===== config.mk =====
export PLATFORM = sky130hd
export DESIGN_NAME = reg_file_scoreboard_flat
export DESIGN_NICKNAME = d
export VERILOG_FILES = /design/src/rtl/reg_file_scoreboard_if.sv /design/src/rtl/reg_file_scoreboard.sv /design/src/flat_wrapper.sv
export SDC_FILE = /design/constraint.sdc
export NUM_CORES = 1
export LEC_CHECK = 0
export CAP_MARGIN = 20
export CORE_ASPECT_RATIO = 0.7
export CORE_MARGIN = 3
export CORE_UTILIZATION = 55
export DETAILED_ROUTE_END_ITERATION = 6
export PLACE_DENSITY_LB_ADDON = 0.2
export SLEW_MARGIN = 25
export SYNTH_ARGS = -nofsm -noshare
export SYNTH_HDL_FRONTEND = slang
export SYNTH_SLANG_ARGS = --single-unit

===== constraint.sdc =====
create_clock -name clk_i -period 48.4 [get_ports clk_i]
set_input_delay 12.1 -clock clk_i [delete_from_list [all_inputs] [get_ports clk_i]]
set_output_delay 12.1 -clock clk_i [all_outputs]
set_load 0.1 [all_outputs]

===== src/rtl/reg_file_scoreboard_if.sv =====
// Register-address bundle between decode/writeback and the register-file scoreboard.
// Latency: none, this is wiring only.
// Backpressure: stall_o flows back to decode, which holds its instruction while it is high.
interface reg_file_scoreboard_if #(
  parameter int ADDR_WIDTH = 4,
  parameter int DATA_WIDTH = 32
);
  logic [ADDR_WIDTH-1:0] reg_addr_1_i;
  logic [ADDR_WIDTH-1:0] reg_addr_2_i;
  logic [ADDR_WIDTH-1:0] reg_dest_addr_i;
  logic                  src1_used_i;
  logic                  src2_used_i;
  logic                  issue_valid_i;
  logic                  issue_wr_en_i;
  logic                  wb_valid_i;
  logic [ADDR_WIDTH-1:0] wb_addr_i;
  logic [DATA_WIDTH-1:0] wb_data_i;
  logic                  flush_i;
  logic [DATA_WIDTH-1:0] reg_data_1_o;
  logic [DATA_WIDTH-1:0] reg_data_2_o;
  logic                  stall_o;
  logic                  err_o;

  // Decode/writeback side
  modport master (
    output reg_addr_1_i, reg_addr_2_i, reg_dest_addr_i, src1_used_i, src2_used_i,
    output issue_valid_i, issue_wr_en_i, wb_valid_i, wb_addr_i, wb_data_i, flush_i,
    input  reg_data_1_o, reg_data_2_o, stall_o, err_o
  );

  // Register-file scoreboard side
  modport slave (
    input  reg_addr_1_i, reg_addr_2_i, reg_dest_addr_i, src1_used_i, src2_used_i,
    input  issue_valid_i, issue_wr_en_i, wb_valid_i, wb_addr_i, wb_data_i, flush_i,
    output reg_data_1_o, reg_data_2_o, stall_o, err_o
  );
endinterface


===== src/rtl/reg_file_scoreboard.sv =====
// Register file with per-register pending-write counters; stalls decode on RAW or full counter.
// Latency: read data and stall are combinational; writes and counter updates take effect on the next edge.
// Backpressure: stall_o holds decode; writeback is never blocked. Define REG_FILE_BYPASS_EN to forward writeback data.
module reg_file_scoreboard #(
  parameter int DATA_WIDTH = 32,
  parameter int ADDR_WIDTH = 4,
  parameter int NUM_REGS   = 16,  // must equal 2**ADDR_WIDTH
  parameter int PEND_WIDTH = 2
) (
  input logic                  clk_i,
  input logic                  rst_i,
  reg_file_scoreboard_if.slave bus
);

  localparam logic [PEND_WIDTH-1:0] PEND_MAX = '1;
  localparam logic [PEND_WIDTH-1:0] PEND_ONE = PEND_WIDTH'(1);

  logic [DATA_WIDTH-1:0] regs_q [NUM_REGS];
  logic [PEND_WIDTH-1:0] pend_q [NUM_REGS];
  logic [PEND_WIDTH-1:0] pend_d [NUM_REGS];
  logic                  err_q;
  logic                  err_d;

  logic [PEND_WIDTH-1:0] pend_1;
  logic [PEND_WIDTH-1:0] pend_2;
  logic [PEND_WIDTH-1:0] pend_dst;
  logic                  rdy_1;
  logic                  rdy_2;
  logic [DATA_WIDTH-1:0] data_1;
  logic [DATA_WIDTH-1:0] data_2;
  logic                  stall;
  logic                  accept;
  logic [NUM_REGS-1:0]   inc_vec;
  logic [NUM_REGS-1:0]   dec_vec;

  assign pend_1   = pend_q[bus.reg_addr_1_i];
  assign pend_2   = pend_q[bus.reg_addr_2_i];
  assign pend_dst = pend_q[bus.reg_dest_addr_i];

`ifdef REG_FILE_BYPASS_EN
  logic wb_hit_1;
  logic wb_hit_2;

  assign wb_hit_1 = bus.wb_valid_i && (bus.wb_addr_i == bus.reg_addr_1_i);
  assign wb_hit_2 = bus.wb_valid_i && (bus.wb_addr_i == bus.reg_addr_2_i);

  // Forward same-cycle writeback; the last outstanding write landing now satisfies the source
  always_comb begin
    data_1 = wb_hit_1 ? bus.wb_data_i : regs_q[bus.reg_addr_1_i];
    data_2 = wb_hit_2 ? bus.wb_data_i : regs_q[bus.reg_addr_2_i];
    rdy_1  = (pend_1 == '0) || ((pend_1 == PEND_ONE) && wb_hit_1);
    rdy_2  = (pend_2 == '0) || ((pend_2 == PEND_ONE) && wb_hit_2);
  end
`else
  // No forwarding: a source waits until its writeback has reached the array
  always_comb begin
    data_1 = regs_q[bus.reg_addr_1_i];
    data_2 = regs_q[bus.reg_addr_2_i];
    rdy_1  = (pend_1 == '0);
    rdy_2  = (pend_2 == '0);
  end
`endif

  // Hold decode on an unready source or a destination whose counter would overflow
  always_comb begin
    stall = 1'b0;
    if (bus.issue_valid_i) begin
      stall = (bus.src1_used_i && !rdy_1) ||
              (bus.src2_used_i && !rdy_2) ||
              (bus.issue_wr_en_i && (pend_dst == PEND_MAX));
    end
    accept = bus.issue_valid_i && !stall && bus.issue_wr_en_i;
  end

  // Per-register increment (accepted issue) and decrement (writeback to a pending entry)
  always_comb begin
    inc_vec = '0;
    dec_vec = '0;
    for (int r = 0; r < NUM_REGS; r++) begin
      inc_vec[r] = accept && (bus.reg_dest_addr_i == ADDR_WIDTH'(r));
      dec_vec[r] = bus.wb_valid_i && (bus.wb_addr_i == ADDR_WIDTH'(r)) && (pend_q[r] != '0);
    end
  end

  // Next counter values; flush wins over any increment or decrement
  always_comb begin
    for (int r = 0; r < NUM_REGS; r++) begin
      pend_d[r] = pend_q[r];
      if (bus.flush_i) begin
        pend_d[r] = '0;
      end else if (inc_vec[r] && !dec_vec[r]) begin
        pend_d[r] = pend_q[r] + PEND_ONE;
      end else if (dec_vec[r] && !inc_vec[r]) begin
        pend_d[r] = pend_q[r] - PEND_ONE;
      end
    end
    err_d = err_q || (bus.wb_valid_i && (pend_q[bus.wb_addr_i] == '0));
  end

  // Register array: writeback always lands, even during stall or flush
  always_ff @(posedge clk_i or posedge rst_i) begin
    if (rst_i) begin
      for (int r = 0; r < NUM_REGS; r++) regs_q[r] <= '0;
    end else if (bus.wb_valid_i) begin
      regs_q[bus.wb_addr_i] <= bus.wb_data_i;
    end
  end

  // Pending counters and sticky underflow flag
  always_ff @(posedge clk_i or posedge rst_i) begin
    if (rst_i) begin
      for (int r = 0; r < NUM_REGS; r++) pend_q[r] <= '0;
      err_q <= 1'b0;
    end else begin
      for (int r = 0; r < NUM_REGS; r++) pend_q[r] <= pend_d[r];
      err_q <= err_d;
    end
  end

  assign bus.reg_data_1_o = data_1;
  assign bus.reg_data_2_o = data_2;
  assign bus.stall_o      = stall;
  assign bus.err_o        = err_q;

endmodule


===== src/flat_wrapper.sv =====
// flat-port wrapper written by rule: the top's interface ports become plain ports
module reg_file_scoreboard_flat 
#(
  parameter int DATA_WIDTH = 32,
  parameter int ADDR_WIDTH = 4,
  parameter int NUM_REGS   = 16,                             
  parameter int PEND_WIDTH = 2
)
  (clk_i, rst_i, bus_reg_addr_1_i, bus_reg_addr_2_i, bus_reg_dest_addr_i, bus_src1_used_i, bus_src2_used_i, bus_issue_valid_i, bus_issue_wr_en_i, bus_wb_valid_i, bus_wb_addr_i, bus_wb_data_i, bus_flush_i, bus_reg_data_1_o, bus_reg_data_2_o, bus_stall_o, bus_err_o);
  reg_file_scoreboard_if #(.ADDR_WIDTH(ADDR_WIDTH), .DATA_WIDTH(DATA_WIDTH)) bus_i ();
  input logic clk_i;
  input logic rst_i;
  input wire logic [$bits(bus_i.reg_addr_1_i)-1:0] bus_reg_addr_1_i;
  input wire logic [$bits(bus_i.reg_addr_2_i)-1:0] bus_reg_addr_2_i;
  input wire logic [$bits(bus_i.reg_dest_addr_i)-1:0] bus_reg_dest_addr_i;
  input wire logic [$bits(bus_i.src1_used_i)-1:0] bus_src1_used_i;
  input wire logic [$bits(bus_i.src2_used_i)-1:0] bus_src2_used_i;
  input wire logic [$bits(bus_i.issue_valid_i)-1:0] bus_issue_valid_i;
  input wire logic [$bits(bus_i.issue_wr_en_i)-1:0] bus_issue_wr_en_i;
  input wire logic [$bits(bus_i.wb_valid_i)-1:0] bus_wb_valid_i;
  input wire logic [$bits(bus_i.wb_addr_i)-1:0] bus_wb_addr_i;
  input wire logic [$bits(bus_i.wb_data_i)-1:0] bus_wb_data_i;
  input wire logic [$bits(bus_i.flush_i)-1:0] bus_flush_i;
  output wire logic [$bits(bus_i.reg_data_1_o)-1:0] bus_reg_data_1_o;
  output wire logic [$bits(bus_i.reg_data_2_o)-1:0] bus_reg_data_2_o;
  output wire logic [$bits(bus_i.stall_o)-1:0] bus_stall_o;
  output wire logic [$bits(bus_i.err_o)-1:0] bus_err_o;
  assign bus_i.reg_addr_1_i = bus_reg_addr_1_i;
  assign bus_i.reg_addr_2_i = bus_reg_addr_2_i;
  assign bus_i.reg_dest_addr_i = bus_reg_dest_addr_i;
  assign bus_i.src1_used_i = bus_src1_used_i;
  assign bus_i.src2_used_i = bus_src2_used_i;
  assign bus_i.issue_valid_i = bus_issue_valid_i;
  assign bus_i.issue_wr_en_i = bus_issue_wr_en_i;
  assign bus_i.wb_valid_i = bus_wb_valid_i;
  assign bus_i.wb_addr_i = bus_wb_addr_i;
  assign bus_i.wb_data_i = bus_wb_data_i;
  assign bus_i.flush_i = bus_flush_i;
  assign bus_reg_data_1_o = bus_i.reg_data_1_o;
  assign bus_reg_data_2_o = bus_i.reg_data_2_o;
  assign bus_stall_o = bus_i.stall_o;
  assign bus_err_o = bus_i.err_o;
  reg_file_scoreboard #(.DATA_WIDTH(DATA_WIDTH), .ADDR_WIDTH(ADDR_WIDTH), .NUM_REGS(NUM_REGS), .PEND_WIDTH(PEND_WIDTH)) u_core (.clk_i(clk_i), .rst_i(rst_i), .bus(bus_i));
endmodule

# --- Yosys cells after proc, flatten, opt, wreduce, memory -nomap -nowiden ---
# Index checks and enable logic that the tools add are counted.
totals:
  register_bits: 545
  input_bits: 56
  out_inout_bits: 66
classes:
  add_sub_neg: 32
  magnitude_cmp: 5
  eq_ne: 31
  mux: 70
  bitwise_logic: 4
  n_reduce_logical: 162
ops:
  columns: ["cell", "count"]
  rows:
  - ["512-bit bitwise mux", 1]
  - ["32-bit binary-select mux with 4-bit select", 2]
  - ["32-bit two-way mux", 5]
  - ["32-bit demux with 4-bit select", 1]
  - ["2-bit two-way mux", 56]
  - ["1-bit logical AND", 87]
  - ["4-bit equality test, second input constant", 16]
  - ["3-bit nonzero test", 16]
  - ["1-bit logical NOT", 35]
  - ["2-bit by 1-bit adder with 2-bit output, second input constant", 16]
  - ["2-bit binary-select mux with 4-bit select", 4]
  - ["4-bit by 3-bit equality test with 1-bit output, second input constant", 8]
  - ["2-bit nonzero test", 16]
  - ["2-bit by 1-bit subtractor with 2-bit output, second input constant", 16]
  - ["5-bit greater-or-equal comparator, second input constant", 4]
  - ["4-bit NOT with 5-bit output", 4]
  - ["4-bit by 2-bit equality test with 1-bit output, second input constant", 4]
  - ["4-bit by 1-bit equality test with 1-bit output, second input constant", 2]
  - ["4-bit logical NOT", 2]
  - ["2-bit logical NOT", 3]
  - ["5-bit by 1-bit < comparator with 1-bit output, second input constant", 1]
  - ["1-bit logical OR", 3]
  - ["2-bit equality test, second input constant", 1]
  - ["1-bit two-way mux", 1]

# --- Logic depth before layout (Yosys ltp) ---
depth:
  word_depth: 19
  mapped_depth: 10
  depth_no_buf: 7

# --- Least setup slack after synthesis ---
# OpenSTA, ideal clock, no wires.
synth_timing:
  path_kind: "input-to-output"
  from: "input port bus_reg_addr_2_i[2]"
  to: "output port bus_stall_o"
  t_arrival_ns: 15.906
  required_time_ns: 36.300
  path_slack_ns: 20.394
  path_stages: 8
  path_cell_list: "buf_4 > inv_2 > mux4_2 > a31o_1 > or3_1 > buf_2 > buf_2 > a21boi_0"
synth_via:
  elab_chain_len: 10
synth_rtl:
  columns: ["element", "line", "source"]
  rows:
  - ["from (decl)", "flat_wrapper.sv:14", "input wire logic [$bits(bus_i.reg_addr_2_i)-1:0] bus_reg_addr_2_i;"]
  - ["4-bit NOT with 5-bit output (not written as such)", "reg_file_scoreboard.sv:37", "assign pend_2 = pend_q[bus.reg_addr_2_i];"]
  - ["2-bit binary-select mux with 4-bit select", "reg_file_scoreboard.sv:37", null]
  - ["2-bit two-way mux (not written as such) (2 in a row)", "reg_file_scoreboard.sv:37", null]
  - ["2-bit logical NOT", "reg_file_scoreboard.sv:60", "rdy_2 = (pend_2 == '0);"]
  - ["1-bit logical NOT", "reg_file_scoreboard.sv:69", "(bus.src2_used_i && !rdy_2) ||"]
  - ["1-bit logical AND", "reg_file_scoreboard.sv:69", null]
  - ["1-bit logical OR", "reg_file_scoreboard.sv:68", "stall = (bus.src1_used_i && !rdy_1) ||"]
  - ["1-bit logical OR", "reg_file_scoreboard.sv:69", null]
  - ["1-bit two-way mux", "reg_file_scoreboard.sv:67", "if (bus.issue_valid_i) begin"]
  - ["to (decl)", "flat_wrapper.sv:26", "output wire logic [$bits(bus_i.stall_o)-1:0] bus_stall_o;"]
# Every way passes these cells. The select of a mux whose other input is x is not followed.

# --- Worst setup path after layout ---
layout_timing:
  from: "input port bus_reg_addr_1_i[3]"
  to: "output port bus_stall_o"
layout_via:
  elab_chain_len: 10
layout_rtl:
  columns: ["element", "line", "source"]
  rows:
  - ["from (decl)", "flat_wrapper.sv:13", "input wire logic [$bits(bus_i.reg_addr_1_i)-1:0] bus_reg_addr_1_i;"]
  - ["4-bit NOT with 5-bit output (not written as such)", "reg_file_scoreboard.sv:36", "assign pend_1 = pend_q[bus.reg_addr_1_i];"]
  - ["2-bit binary-select mux with 4-bit select", "reg_file_scoreboard.sv:36", null]
  - ["2-bit two-way mux (not written as such) (2 in a row)", "reg_file_scoreboard.sv:36", null]
  - ["2-bit logical NOT", "reg_file_scoreboard.sv:59", "rdy_1 = (pend_1 == '0);"]
  - ["1-bit logical NOT", "reg_file_scoreboard.sv:68", null]
  - ["1-bit logical AND", "reg_file_scoreboard.sv:68", null]
  - ["1-bit logical OR", "reg_file_scoreboard.sv:68", null]
  - ["1-bit logical OR", "reg_file_scoreboard.sv:69", null]
  - ["1-bit two-way mux", "reg_file_scoreboard.sv:67", null]
# Every way passes these cells. The select of a mux whose other input is x is not followed.

==> out/metrics.yaml <==
drt:
  ant_nets: 0
  vias: 18000
  wl_per_cell_um: 29.1
  remaining_drc_errors: 0
  drtIter0Drc: 1622
  via_per_inst: 6.90
  firstDrtPassIters: 5
  drt-total-wl_um: 75700
clocking:
  cts_setup_buffers: 0
  ctsResizeCount: 0
  path_clk_slew_ps: 60
  cts_tree: "done"
  cts_root_buffer: "clkbuf_16"
  clk_latency_ps: 590
  cts-buffers-inserted: 53
  cts.sinks: 545
  clock_path_buffers: 3
  htreeDepth: 2
  cts_hold_buffers: 0
layout:
  drive_above_1_share: 0.522
  final_core_utilization: 0.626
  area_growth_pct: 12.0
  nets: 1932
sta:
  rsz0062_at_grt: "false"
  final-hold-violation-count: 0
  setup_tns_ps: 0
  slew_headroom: 0.291
  fmax_ghz: 0.0353
  tightest_slew_ps: 1060
  fin_crit_sh: 0.585
  slew_violations: 0
  finClkSkew_ps: 5.93
  min_period_ps: 28330
  setup_viol: 0
critical_path:
  arrival_ps: 16230
  rrSetupSlack_ps: 45320
  crit_top_cell: "clkdlybuf4s50_1"
  crit_chain: "clkdlybuf4s50_1 > clkinv_2 > buf_4 > mux4_2 > a211o_1 > o211a_2 > nor2_4 > a21boi_0 > clkdlybuf4s50_1"
  cpMaxStageDelayCell: "clkdlybuf4s50_1"
  crit_required_ps: 36300
  end_kind: "primary output"
  rr_worst_depth: 6
  crit_family: "buffers and inverters"
  cp_max_fo: 35
  path_buf_inv: 4
  max_stage_delay_ps: 1020
  path_class: "in -> out"
  start_kind: "input port"
  reg2reg_from: "u_core.pend_q[2]"
  rr_endpoint: "u_core.pend_q[3]"
yosys:
  synth_xor_area_frac: 0.00179
  yosysWarningCount: 0
  synth_fa_ha_area_frac: 0
  synth_compound_area_frac: 0.0231
  ys_ff_latch: 545
  synth_cell_type_count: 57
  synthTopCellsByArea: "dfrtp_1 46%, mux4_2 26%, mux2_2 20%"
  synth_simple_gate_area_share: 0.0321
  synthFlopType: "dfrtp_1"
  synth_cells: 1845
  syn_nets: 1901
  async_reset_ff_frac: 1.00
  synth_top_area_share: 0.465
  synth_most_common_cell: "dfrtp_1"
  synth_top_family_by_area: "multiplexers"
  synthesis.area_sq_um: 29400
  ys_seq_area_frac: 0.465
  synthMuxAreaShare: 0.454
  synth_edf_count: 0
  synth_top_cells_by_count: "545 x dfrtp_1, 514 x mux2_2, 334 x mux4_2"
  avgSynthCellArea_sq_um: 15.9
  synth_top_area_cell: "dfrtp_1"
pwr:
  ir_worst_vdd_v: 0.0000387
  power.total_mw: 1.51
  p_int_mw: 1.02
  seq_power_share: 0.414
  p_comb_frac: 0.307
  power.density_nw_per_um2: 46.1
  power.share.switching: 0.325
  power.leakage_nw: 13.1
  p_clk_frac: 0.279
  netSwitchingPower_uw: 492
placed_design:
  port_buffers: 121
  gp_congestion: 0.910
  dp_hpwl_um: 42100
die:
  dieHeight_um: 199
  die_area_sq_um: 56200
  die_w_um: 282
  io_pins: 122
  initial_core_util: 0.560
  core_sq_um: 52500
  row_count: 70
worst_hold_path:
  min_to: "u_core.bus.err_o"
  min_path_cells: 1
  hp-start: "u_core.bus.err_o"
  hold_class: "reg -> reg"
global_route:
  grt_pass1_vias: 18800
  grt_max_degree: 192
  grtUsageTotal: 0.278
  antenna_found_initial: 3
  grt_pass1_wl_um: 117000
  grt_overflow: 0
outcome:
  outcome: "finished clean"
flow_run:
  maxCapViolCount: 0
==> placed cells by master (no fill, tap or decap), types with 3 or more instances in the layout <==
master,synthesis,routed
clkinv_2,0,4
nor3_1,17,17
dfrtp_1,545,545
buf_6,1,7
nor2b_1,6,6
nand2_1,21,14
a31o_1,6,6
inv_1,4,3
nand2b_1,6,6
clkbuf_1,116,16
and4_1,5,5
a21oi_1,29,29
mux4_2,334,334
and3_1,3,3
nor2_4,0,7
xnor2_1,5,5
and2_1,13,13
or3_1,5,4
clkbuf_8,0,19
nor4b_2,3,3
buf_4,1,26
o21bai_1,7,7
a211oi_1,3,3
o2111ai_1,11,11
clkdlybuf4s50_1,0,114
or2_1,5,5
nor3b_1,9,9
nor2_1,47,41
mux2_2,514,514
nand4_1,6,6
nand3b_1,3,3
nand2_2,0,7
o21ai_0,17,17
clkbuf_16,0,54
a31oi_1,5,5
nor4_2,5,5
==> routing by layer <==
layer  up-vias  share of wire  global-route usage
met5         -        0.00026                   0
met4         2          0.020              0.0677
met3       119          0.065              0.0535
met2       603           0.48               0.436
met1      9913           0.44               0.408
li1       7323              -                   -
==> kinds of logic after synthesis <==
group | after synthesis
muxes | 849
DFF | 545
buffers and inverters | 183
and+or+nand+nor | 164
AOI/OAI and AO/OA | 98
xor gates and xnor gates | 6
==> power by group through the flow <==
stage / sequential (mW) / combinational [mW] / clock (mW)
floorplan: 0.609 / 0.379 / 0
global placement: 0.622 / 0.456 / 0
detailed placement: 0.632 / 0.466 / 0
CTS: 0.625 / 0.467 / 0.431
global route: 0.640 / 0.487 / 0.450
finish: 0.627 / 0.464 / 0.422
==> sequential cells by signal (all words and copies together) (netlist names) <==
register	flops
u_core.pend_q	32
u_core.bus.err_o	1
u_core.regs_q	512
==> area by class of cell <==
type,count,area (sq um)
fillers,3821,19600
repair buffers,153,1500
diodes,1,2.50
clock inverters,8,106
flip-flops and latches,545,13600
clock buffers,88,1660
well taps,684,856
multi-input cells,1117,15100
inverters,6,31.3
==> stage by stage <==
stage                     hold slack, ps  cells  area, sq um  worst slack [ps]
after global placement               448   2504        31000             19690
after detailed placement             447   2504        31000             19650
after global routing                 488   2601        32900             19820
final                                455   2602        32900             20070
after floorplan                      491   1845        29400             20390
after CTS                            463   2600        32800             19640
==> how the worst max path moves through the flow <==
stage | start | to | slack (ps) | cells after the start
4_1_cts | bus_reg_addr_1_i[3] | bus_stall_o | 19640 | 9
2_1_floorplan | bus_reg_addr_2_i[2] | bus_stall_o | 20390 | 8
6_report | bus_reg_addr_1_i[3] | bus_stall_o | 20070 | 9
3_3_place_gp | bus_reg_addr_1_i[3] | bus_stall_o | 19690 | 9
5_1_grt | bus_reg_addr_1_i[3] | bus_stall_o | 19820 | 9
3_5_place_dp | bus_reg_addr_1_i[3] | bus_stall_o | 19650 | 9
Note: power is estimated with default switching activity, not from simulation.
